==> src/rtl/std_fp_div_seq.sv <==
`default_nettype none
// +--------------------------------------------------------------------------+
// | Module   : std_fp_div_seq                                                |
// | Function : sequential unsigned fixed-point divider, one quotient bit per |
// |            cycle, go/done handshake: out = (left << FRACT_WIDTH) / right |
// | Revision : 1.0  initial release                                          |
// +--------------------------------------------------------------------------+
module std_fp_div_seq #(
  parameter int WIDTH       = 32,
  parameter int INT_WIDTH   = 8,
  parameter int FRACT_WIDTH = 24
) (
  input  logic             clk,
  input  logic             reset_n,
  input  logic             go,
  input  logic [WIDTH-1:0] left,
  input  logic [WIDTH-1:0] right,
  output logic [WIDTH-1:0] out,
  output logic [WIDTH-1:0] out_remainder,
  output logic             overflow,
  output logic             div_by_zero,
  output logic             done
);

  localparam int N     = WIDTH + FRACT_WIDTH;
  localparam int CNT_W = (N > 1) ? $clog2(N) : 1;

  localparam logic [CNT_W-1:0] c_LAST = CNT_W'(N - 1);

  localparam logic [1:0] c_IDLE = 2'd0;
  localparam logic [1:0] c_BUSY = 2'd1;
  localparam logic [1:0] c_DONE = 2'd2;

  if (INT_WIDTH + FRACT_WIDTH != WIDTH) begin : g_width_check
    $error("std_fp_div_seq: INT_WIDTH + FRACT_WIDTH must equal WIDTH");
  end

  logic [1:0]       r_state;
  logic [1:0]       w_next_state;
  logic [CNT_W-1:0] r_cnt;
  logic [N-1:0]     r_dq;
  logic [WIDTH-1:0] r_rem;
  logic [WIDTH-1:0] r_right;
  logic [WIDTH-1:0] r_out;
  logic [WIDTH-1:0] r_out_rem;
  logic             r_ovf;
  logic             r_dbz;
  logic             w_done;

  logic             w_last;
  logic [WIDTH:0]   w_rem_shift;
  logic             w_ge;
  logic [WIDTH-1:0] w_rem_next;
  logic [N-1:0]     w_dq_next;

  // r_dq holds the unconsumed dividend in its upper bits; quotient bits fill in from the LSB
  assign w_last      = (r_cnt == c_LAST);
  assign w_rem_shift = {r_rem, r_dq[N-1]};
  assign w_ge        = (w_rem_shift >= {1'b0, r_right});
  assign w_rem_next  = w_ge ? WIDTH'(w_rem_shift - {1'b0, r_right})
                            : w_rem_shift[WIDTH-1:0];
  assign w_dq_next   = {r_dq[N-2:0], w_ge};

  always_ff @(posedge clk or negedge reset_n) begin
    if (!reset_n) begin
      r_state <= c_IDLE;
    end else begin
      r_state <= w_next_state;
    end
  end

  always_comb begin
    w_next_state = r_state;
    case (r_state)
      c_IDLE: begin
        if (go) begin
          w_next_state = (right == '0) ? c_DONE : c_BUSY;
        end
      end
      c_BUSY: begin
        if (w_last) begin
          w_next_state = c_DONE;
        end
      end
      c_DONE:  w_next_state = c_IDLE;
      default: w_next_state = c_IDLE;
    endcase
  end

  always_comb begin
    w_done = 1'b0;
    if (r_state == c_DONE) begin
      w_done = 1'b1;
    end
  end

  always_ff @(posedge clk or negedge reset_n) begin
    if (!reset_n) begin
      r_cnt     <= '0;
      r_dq      <= '0;
      r_rem     <= '0;
      r_right   <= '0;
      r_out     <= '0;
      r_out_rem <= '0;
      r_ovf     <= 1'b0;
      r_dbz     <= 1'b0;
    end else begin
      case (r_state)
        c_IDLE: begin
          if (go) begin
            r_right <= right;
            if (right == '0) begin
              r_out     <= '1;
              r_out_rem <= left;
              r_ovf     <= 1'b0;
              r_dbz     <= 1'b1;
            end else begin
              r_cnt <= '0;
              r_dq  <= {left, {FRACT_WIDTH{1'b0}}};
              r_rem <= '0;
            end
          end
        end
        c_BUSY: begin
          r_dq  <= w_dq_next;
          r_rem <= w_rem_next;
          r_cnt <= r_cnt + CNT_W'(1);
          // Visible results change only on the final iteration
          if (w_last) begin
            r_out     <= w_dq_next[WIDTH-1:0];
            r_out_rem <= w_rem_next;
            r_ovf     <= |w_dq_next[N-1:WIDTH];
            r_dbz     <= 1'b0;
          end
        end
        default: begin
        end
      endcase
    end
  end

  assign out           = r_out;
  assign out_remainder = r_out_rem;
  assign overflow      = r_ovf;
  assign div_by_zero   = r_dbz;
  assign done          = w_done;

endmodule
`default_nettype wire
==> config.mk <==
export PLATFORM = sky130hd
export DESIGN_NAME = std_fp_div_seq
export DESIGN_NICKNAME = d
export VERILOG_FILES = /design/src/rtl/std_fp_div_seq.sv
export SDC_FILE = /design/constraint.sdc
export NUM_CORES = 1
export LEC_CHECK = 0
export BUFFER_PORTS_ARGS = -buffer_cell sky130_fd_sc_hd__buf_2
export CAP_MARGIN = 25
export CORE_ASPECT_RATIO = 1.75
export CORE_MARGIN = 8
export CORE_UTILIZATION = 50
export CTS_CLUSTER_DIAMETER = 100
export CTS_CLUSTER_SIZE = 40
export DETAILED_ROUTE_END_ITERATION = 8
export HOLD_SLACK_MARGIN = 0.06
export PLACE_DENSITY = 0.71
export SETUP_SLACK_MARGIN = 0.2
export SYNTH_ARGS = -nofsm -noshare
export SYNTH_HDL_FRONTEND = slang
export SYNTH_SLANG_ARGS = --single-unit
==> constraint.sdc <==
create_clock -name clk -period 7.02 [get_ports clk]
set_input_delay 1.404 -clock clk [delete_from_list [all_inputs] [get_ports clk]]
set_output_delay 1.404 -clock clk [all_outputs]
set_load 0.01 [all_outputs]
==> flow_summary.yaml, run 1 <==
hold_path:
  hp-class: "reg2reg"
  holdPathStages: 1
  holdPathEnd: "out[22]$_DFFE_PN0P_"
  min_from: "out[22]$_DFFE_PN0P_"
setup_path:
  cp-end-kind: "flop"
  cp.arrival_ns: 4.38
  cp.required_ns: 7.30
  regToRegSetupSlack_ns: 2.91
  crit_type: "reg2reg"
  crit_fanout: 18
  critPathLaunchType: "flop"
  r2r-start: "r_rem[4]$_DFFE_PN0P_"
  r2r_end: "out_remainder[30]$_DFFE_PN0P_"
  reg2reg_depth: 10
sta:
  layout_min_cycle_time_ns: 4.11
  slew_headroom: 0.338
  tightest_slew_ns: 0.968
  hold_viol: 0
  min_period_over_period: 0.585
  tns_ns: 0
  drv_slew: 0
  timing.fmax_ghz: 0.243
  fin_skew_ns: 0.00957
  setup_viol: 0
  rsz0062_at_grt: "false"
global_route:
  grt_pass1_vias: 8717
  grt_max_degree: 129
  antenna_found_initial: 1
  grt.total_usage: 0.233
  grt_pass1_wl_mm: 45.5
  grt_overflow: 0
power_and_ir_drop:
  cellPowerDensity_mw_per_mm2: 595
  ir_drop_mv: 0.256
  cellLeakagePower_nw: 5.56
route:
  ant_nets: 0
  wl_mm: 28.5
  viasPerCell: 6.05
  wl_per_cell_um: 20.4
  first_pass_iters: 6
  vias: 8468
  drc: 0
  drtIter0Drc: 507
clock_tree:
  cts_max_path_buffers: 2
  numCtsBuffers: 17
  post-cts-setup-buffers: 0
  cts.repair.resized: 0
  clock_sinks: 194
  root_buffer: "clkbuf_16"
  cts_tree: "built"
  htreeDepth: 4
  path_clk_slew_ns: 0.07
  clk_latency_ns: 0.43
  postCtsHoldBufs: 0
logic_synthesis:
  ys_async_sr_fraction: 1.00
  yosysUniqueCellTypes: 66
  ys_ff_latch: 194
  yosysSeqAreaShare: 0.487
  synth_ff_type: "dfrtp_1"
  syn_nets: 1146
  synth_edf_count: 0
  syn_inst: 1045
  avgSynthCellArea_sq_um: 9.54
  synth_most_common_cell: "dfrtp_1"
  synth_common_cells: "194 x dfrtp_1, 115 x nand2_1, 96 x o21ai_0"
  netlist.area_leader.share: 0.487
  synthTopCellsByArea: "dfrtp_1 49%, o21ai_0 4.8%, nand2_1 4.3%"
  ys_warn_count: 0
  synth.largest_area_cell: "dfrtp_1"
  synth_area_sq_mm: 0.00997
final_layout:
  design_area_sq_mm: 0.0114
  syn_to_final_growth_pct: 14.7
  drive_gt1_frac: 0.171
  num_antenna_cells: 0
  num-nets-final: 1243
placement:
  dpl_cell_area_sq_mm: 0.0108
  hpwlAfterDp_mm: 21.1
  place_congestion: 0.938
  portBuffers: 133
run:
  cap_violations: 0
floorplan:
  num_rows: 68
  core-area_sq_mm: 0.0197
  die_width_um: 123
  initial_core_util: 0.507
  dieHeight_um: 203
  ios: 134
  dieArea_sq_mm: 0.0249
outcome:
  outcome: "finished clean"
placed cells by master (no fill, tap or decap), types with 17 or more instances in the layout:
cell type / synthesis / routed
o21ai_0: 96 / 96
and3_1: 19 / 19
o21ai_1: 21 / 21
nor2_1: 31 / 30
nor3_1: 26 / 26
buf_2: 6 / 132
a21oi_1: 73 / 72
inv_1: 89 / 88
a222oi_1: 32 / 32
dfrtp_1: 194 / 194
o22a_1: 32 / 32
clkbuf_16: 0 / 17
a22o_1: 26 / 26
xnor2_1: 18 / 18
ha_1: 33 / 33
nand2_1: 115 / 115
registers in the layout (all words and copies together), names as in the netlist, 2 cells and up:
name / flops
r_state: 2
r_dq: 56
r_rem: 32
out_remainder: 32
r_cnt: 6
out: 32
r_right: 32
metrics by stage:
stage | power [mW] | setup WS, ns | hold WS (ns) | instances | utilization
6_report | 6.80 | 2.91 | 0.489 | 1400 | 0.582
5_1_grt | 7.33 | 2.71 | 0.502 | 1400 | 0.582
4_1_cts | 6.80 | 3.02 | 0.494 | 1398 | 0.579
3_5_place_dp | 5.73 | 2.59 | 0.476 | 1366 | 0.549
3_3_place_gp | 5.68 | 2.59 | 0.465 | 1366 | 0.549
2_1_floorplan | 4.69 | 4.04 | 0.470 | 1045 | -
how the worst max path moves through the flow:
stage,startpoint,endpoint,slack [ns],cells after the start
global placement,right[24],out_remainder[3]$_DFFE_PN0P_,2.59,10
finish,r_rem[4]$_DFFE_PN0P_,out_remainder[30]$_DFFE_PN0P_,2.91,10
CTS,r_rem[4]$_DFFE_PN0P_,out_remainder[30]$_DFFE_PN0P_,3.02,10
global route,r_rem[4]$_DFFE_PN0P_,out_remainder[30]$_DFFE_PN0P_,2.71,10
floorplan,right[24],out_remainder[2]$_DFFE_PN0P_,4.04,9
detailed placement,right[24],out_remainder[3]$_DFFE_PN0P_,2.59,10
power breakdown:
group / internal [mW] / total (mW) / switching [mW] / leakage (nW)
sequential: 1.60 / 1.94 / 0.342 / 2.47
combinational: 1.44 / 3.85 / 2.40 / 2.81
clock: 0.570 / 1.01 / 0.440 / 0.288
area by class of cell:
type / instances / area [sq um]
tap: 245 / 307
fill: 1741 / 8220
inverter: 89 / 334
timing repair buffer: 148 / 820
sequential: 194 / 4850
clock inverter: 12 / 169
clock buffer: 20 / 437
multi-input combinational: 692 / 4510
worst max-delay path: stages, from the launching register on:
cell and delay (ns):
dfrtp_1 0.43, ha_1 0.37, nand4_1 0.29, a21oi_1 0.48, o31ai_1 0.21, o211ai_1 0.28, nand4b_2 0.44, nand2_1 0.22
buf_4 0.27, a2111oi_0 0.78, o31ai_1 0.17
routing by layer:
metal | vias to the layer above | GRT usage | part of all wire
li1 | 3988 | - | -
met1 | 4134 | 0.267 | 0.39
met2 | 272 | 0.399 | 0.51
met3 | 72 | 0.0473 | 0.053
met4 | 2 | 0.113 | 0.041
met5 | - | 0 | 0.00039
kinds of logic (layout without fill, tap and decap cells):
kind of cell | count (synthesis) | after routing | share of synthesized area
fa+ha+maj | 34 | 34 | 0.0434
flops | 194 | 194 | 0.487
buf+inv | 159 | 269 | 0.0623
mux | 10 | 10 | 0.0103
xor+xnor | 29 | 29 | 0.0255
compound gates | 359 | 359 | 0.242
simple gates | 260 | 260 | 0.129
(Power assumes the default switching activity.)
==> run 2, diff against run 1 <==
- PLACE_DENSITY: 0.71 -> 0.74
- clock period: 7.02 -> 3.7 ns (I/O delays scaled with it)
==> flow_summary.yaml, run 2 (synthesis results as in run 1) <==
sta:
  hold_viol: 0
  layout_min_cycle_time_ns: 3.32
  tightest_slew_ns: 0.984
  tns_ns: 0
  drv_slew: 0
  slew_headroom: 0.343
  rsz0062_at_grt: "false"
  min_period_over_period: 0.896
  setup_viol: 0
  hold_slack_ns: 0.311
  fin_skew_ns: 0.0145
  layout_setup_ws_ns: 0.383
  timing.fmax_ghz: 0.302
route:
  drtIter0Drc: 613
  viasPerCell: 6.01
  first_pass_iters: 6
  vias: 8511
  wl_per_cell_um: 20.9
  wl_mm: 29.6
  ant_nets: 0
  drc: 0
setup_path:
  crit_fanout: 16
  cp.required_ns: 4.08
  cpPeakStageDelay_ns: 0.62
  cp-end-kind: "flop"
  r2r-start: "r_rem[2]$_DFFE_PN0P_"
  worst_path_max_delay_cell: "or4_4"
  cp-startpoint: "r_rem[2]$_DFFE_PN0P_"
  cpMostUsedCell: "nand4_1"
  crit_chain: "ha_1 > nand4_1 > or4_4 > nor4_4 > a211oi_2 > o211a_1 > nor2_8 > buf_4 > nand4_1 > a21oi_1"
  cp.arrival_ns: 3.70
  critPathLaunchType: "flop"
  crit_type: "reg2reg"
power_and_ir_drop:
  cellPowerDensity_mw_per_mm2: 1140
  ir_drop_mv: 0.501
  cellLeakagePower_nw: 5.62
floorplan:
  initial_core_util: 0.507
  num_rows: 68
  dieHeight_um: 203
  core-area_sq_mm: 0.0197
  die_width_um: 123
  dieArea_sq_mm: 0.0249
  ios: 134
clock_tree:
  cts_max_path_buffers: 2
  numCtsBuffers: 17
  clock_sinks: 194
  cts_tree: "built"
  clk_latency_ns: 0.46
  htreeDepth: 4
  path_clk_slew_ns: 0.08
  root_buffer: "clkbuf_16"
global_route:
  grt_max_degree: 93
  grt_overflow: 0
  antenna_found_initial: 1
  grt_pass1_vias: 8859
  grt.total_usage: 0.244
  grt_pass1_wl_mm: 47.1
placement:
  portBuffers: 133
  hpwlAfterDp_mm: 22.3
  place_congestion: 0.950
  dp_slack_ns: 0.290
final_layout:
  regMostFlops: "r_dq"
  largest_reg_flops: 56
  postLayoutCoreUtil: 0.585
  num_antenna_cells: 0
  syn_to_final_growth_pct: 15.4
  drive_gt1_frac: 0.185
  final_common_cell: "dfrtp_1"
  final_cell_mix: "194 x dfrtp_1, 132 x buf_2, 115 x nand2_1, 96 x o21ai_0, 88 x inv_1"
  num-nets-final: 1259
hold_path:
  hp-class: "in2async"
run:
  cap_violations: 0
outcome:
  outcome: "finished clean"
[run 2: what timing repair did]
item                       in CTS  in global routing
setup endpoints to repair       0                 15
gates resized for setup         0                  1
hold buffers                    0                  0
setup buffers                   0                  3
[run 2: final cells by class]
type | instances | area (sq um)
clock buffer | 17 | 425
inverter | 89 | 334
multi-input combinational | 692 | 4510
sequential | 194 | 4850
clock inverter | 14 | 145
timing repair buffer | 164 | 920
tap | 245 | 307
fill | 1759 | 8160
[run 2: per-layer routing]
layer | up-vias | part of all wire | GRT usage
li1 | 4026 | - | -
met1 | 4152 | 0.40 | 0.285
met2 | 274 | 0.51 | 0.407
met3 | 57 | 0.055 | 0.0601
met4 | 2 | 0.037 | 0.115
met5 | - | 0.00027 | 0
[run 2: where the power goes]
part,leakage (nW),internal (mW),switching (mW)
Combinational,2.88,2.90,4.66
Clock,0.276,0.948,0.891
Sequential,2.47,3.03,0.651
[run 2: critical path, delay by kind of cell, from the launching register on]
kind	cells	cell delay [ns]
adder cells (fa/ha/maj)	1	0.38
AO/OA/AOI/OAI	3	0.71
flip-flops	1	0.41
buffers and inverters	1	0.19
AND/OR/NAND/NOR	5	1.55
[run 2: per-stage QoR]
step / area [sq um] / std cells / total power [mW]
final: 11500 / 1415 / 13.1
after global routing: 11500 / 1415 / 14.1
after CTS: 11500 / 1412 / 13.0
after detailed placement: 10900 / 1381 / 11.1
after global placement: 10900 / 1381 / 11.0
after floorplan: 9970 / 1045 / 8.89
[run 2: path summary, 6_finish.rpt]
check,to,slack [ns],cells after the start
min,out[25]$_DFFE_PN0P_,0.31,1
min reg2reg,out_remainder[3]$_DFFE_PN0P_,0.48,1
max,out_remainder[28]$_DFFE_PN0P_,0.38,10
max reg2reg,out_remainder[28]$_DFFE_PN0P_,0.38,10
max in group asynchronous,r_right[17]$_DFFE_PN0P_,2.46,2
min in group clk,out_remainder[3]$_DFFE_PN0P_,0.48,1
==> run 3, diff against run 2 <==
- RECOVER_POWER: unset -> 50
==> flow_summary.yaml, run 3 (synthesis results as in run 1) <==
sta:
  fin_skew_ns: 0.0135
  setup_viol: 0
  slew_headroom: -0.492
  tns_ns: 0
  timing.fmax_ghz: 0.301
  layout_min_cycle_time_ns: 3.32
  drv_slew: 153
  rsz0062_at_grt: "false"
  layout_setup_ws_ns: 0.376
  tightest_slew_ns: 2.24
  hold_viol: 0
  min_period_over_period: 0.898
route:
  met1_length_mm: 11.6
  wl_per_cell_um: 20.9
  wl_mm: 29.6
  first_pass_iters: 7
  viasPerCell: 6.04
  ant_nets: 0
  vias: 8545
  routed.top_layer: "met5"
  drtIter0Drc: 676
  wl_met3_mm: 1.72
  drc: 0
  wl_met2_mm: 15.0
clock_tree:
  clock_sinks: 194
  path_clk_slew_ns: 0.08
  root_buffer: "clkbuf_16"
  numCtsBuffers: 17
  cts_tree: "built"
  htreeDepth: 4
  postCtsHoldBufs: 0
  clk_latency_ns: 0.45
  cts_max_path_buffers: 2
final_layout:
  final_cell_mix: "194 x dfrtp_1, 126 x buf_2, 115 x nand2_1, 96 x o21ai_0, 88 x inv_1"
  final_common_cell: "dfrtp_1"
  num_antenna_cells: 0
  regMostFlops: "r_dq"
  drive_gt1_frac: 0.177
  syn_to_final_growth_pct: 15.0
  num-nets-final: 1259
  largest_reg_flops: 56
global_route:
  grt_max_degree: 93
  grt_pass1_wl_mm: 47.1
  antenna_found_initial: 1
  grt_pass1_vias: 8859
  grt_overflow: 0
  grt.total_usage: 0.244
placement:
  dp_slack_ns: 0.290
  portBuffers: 133
  place_congestion: 0.950
  hpwlAfterDp_mm: 22.3
floorplan:
  initial_core_util: 0.507
  dieHeight_um: 203
  num_rows: 68
  die_width_um: 123
  ios: 134
  core-area_sq_mm: 0.0197
  dieArea_sq_mm: 0.0249
setup_path:
  r2r_end: "r_rem[24]$_DFFE_PN0P_"
  regToRegSetupSlack_ns: 0.38
  crit_type: "reg2reg"
  critPathLaunchType: "flop"
  cp.arrival_ns: 3.64
  cp-startpoint: "r_rem[2]$_DFFE_PN0P_"
  reg2reg_depth: 9
  cp.required_ns: 4.01
  crit_fanout: 16
  critPathCapture: "r_rem[24]$_DFFE_PN0P_"
  r2r-start: "r_rem[2]$_DFFE_PN0P_"
  cp-end-kind: "flop"
power_and_ir_drop:
  cellLeakagePower_nw: 5.58
  ir_drop_mv: 0.502
  cellPowerDensity_mw_per_mm2: 1140
outcome:
  failed_checks: "max-capacitance violations, max-slew violations"
  outcome: "finished with violations"
run:
  cap_violations: 2
hold_path:
  hp-class: "reg2reg"
## run 3: per-layer routing
metal  vias up  track usage
li1       4026            -
met1      4159        0.285
met2       291        0.407
met3        67       0.0601
met4         2        0.115
met5         -            0
## run 3: worst min path at each step
stage,cells past startpoint,from,slack (ns),endpoint
2_1_floorplan,0,reset_n,0.44,div_by_zero$_DFFE_PN0P_
3_5_place_dp,2,overflow$_DFFE_PN0P_,0.47,overflow$_DFFE_PN0P_
5_1_grt,1,out[7]$_DFFE_PN0P_,0.50,out[7]$_DFFE_PN0P_
6_report,1,out_remainder[3]$_DFFE_PN0P_,0.48,out_remainder[3]$_DFFE_PN0P_
3_3_place_gp,2,overflow$_DFFE_PN0P_,0.46,overflow$_DFFE_PN0P_
4_1_cts,1,reset_n,0.34,out[25]$_DFFE_PN0P_
## run 3: final cells by class
type	count	area [sq um]
Clock buffer	17	425
Clock inverter	14	145
Fill cell	1769	8190
Inverter	89	334
Multi-Input combinational cell	692	4510
Sequential cell	194	4850
Tap cell	245	307
Timing Repair Buffer	164	888
## run 3: where the power goes
group / internal [mW] / total, mW / switching (mW)
sequential: 3.04 / 3.69 / 0.649
clock: 0.948 / 1.84 / 0.890
combinational: 2.90 / 7.56 / 4.66
## run 3: per-stage QoR
step	utilization	std cells	instance area [sq um]	total power [mW]	hold slack, ns
6_report	0.583	1415	11500	13.1	0.481
5_1_grt	0.583	1415	11500	14.1	0.500
4_1_cts	0.584	1412	11500	13.0	0.339
3_5_place_dp	0.555	1381	10900	11.1	0.467
3_3_place_gp	0.555	1381	10900	11.0	0.459
2_1_floorplan	-	1045	9970	8.89	0.444
## run 3: critical path: stages, from the launching register on
cell and delay, ns:
dfrtp_1 0.41, ha_1 0.38, nand4_1 0.25, or4_4 0.61, nor4_4 0.15, a211oi_2 0.15
o211a_1 0.39, nor2_8 0.40, mux2i_1 0.32, o22ai_1 0.10
## run 3: what timing repair did
action,4_1_cts,5_1_grt
endpoints found under the setup margin,0,15
buffers inserted,0,3
resized for setup,0,1
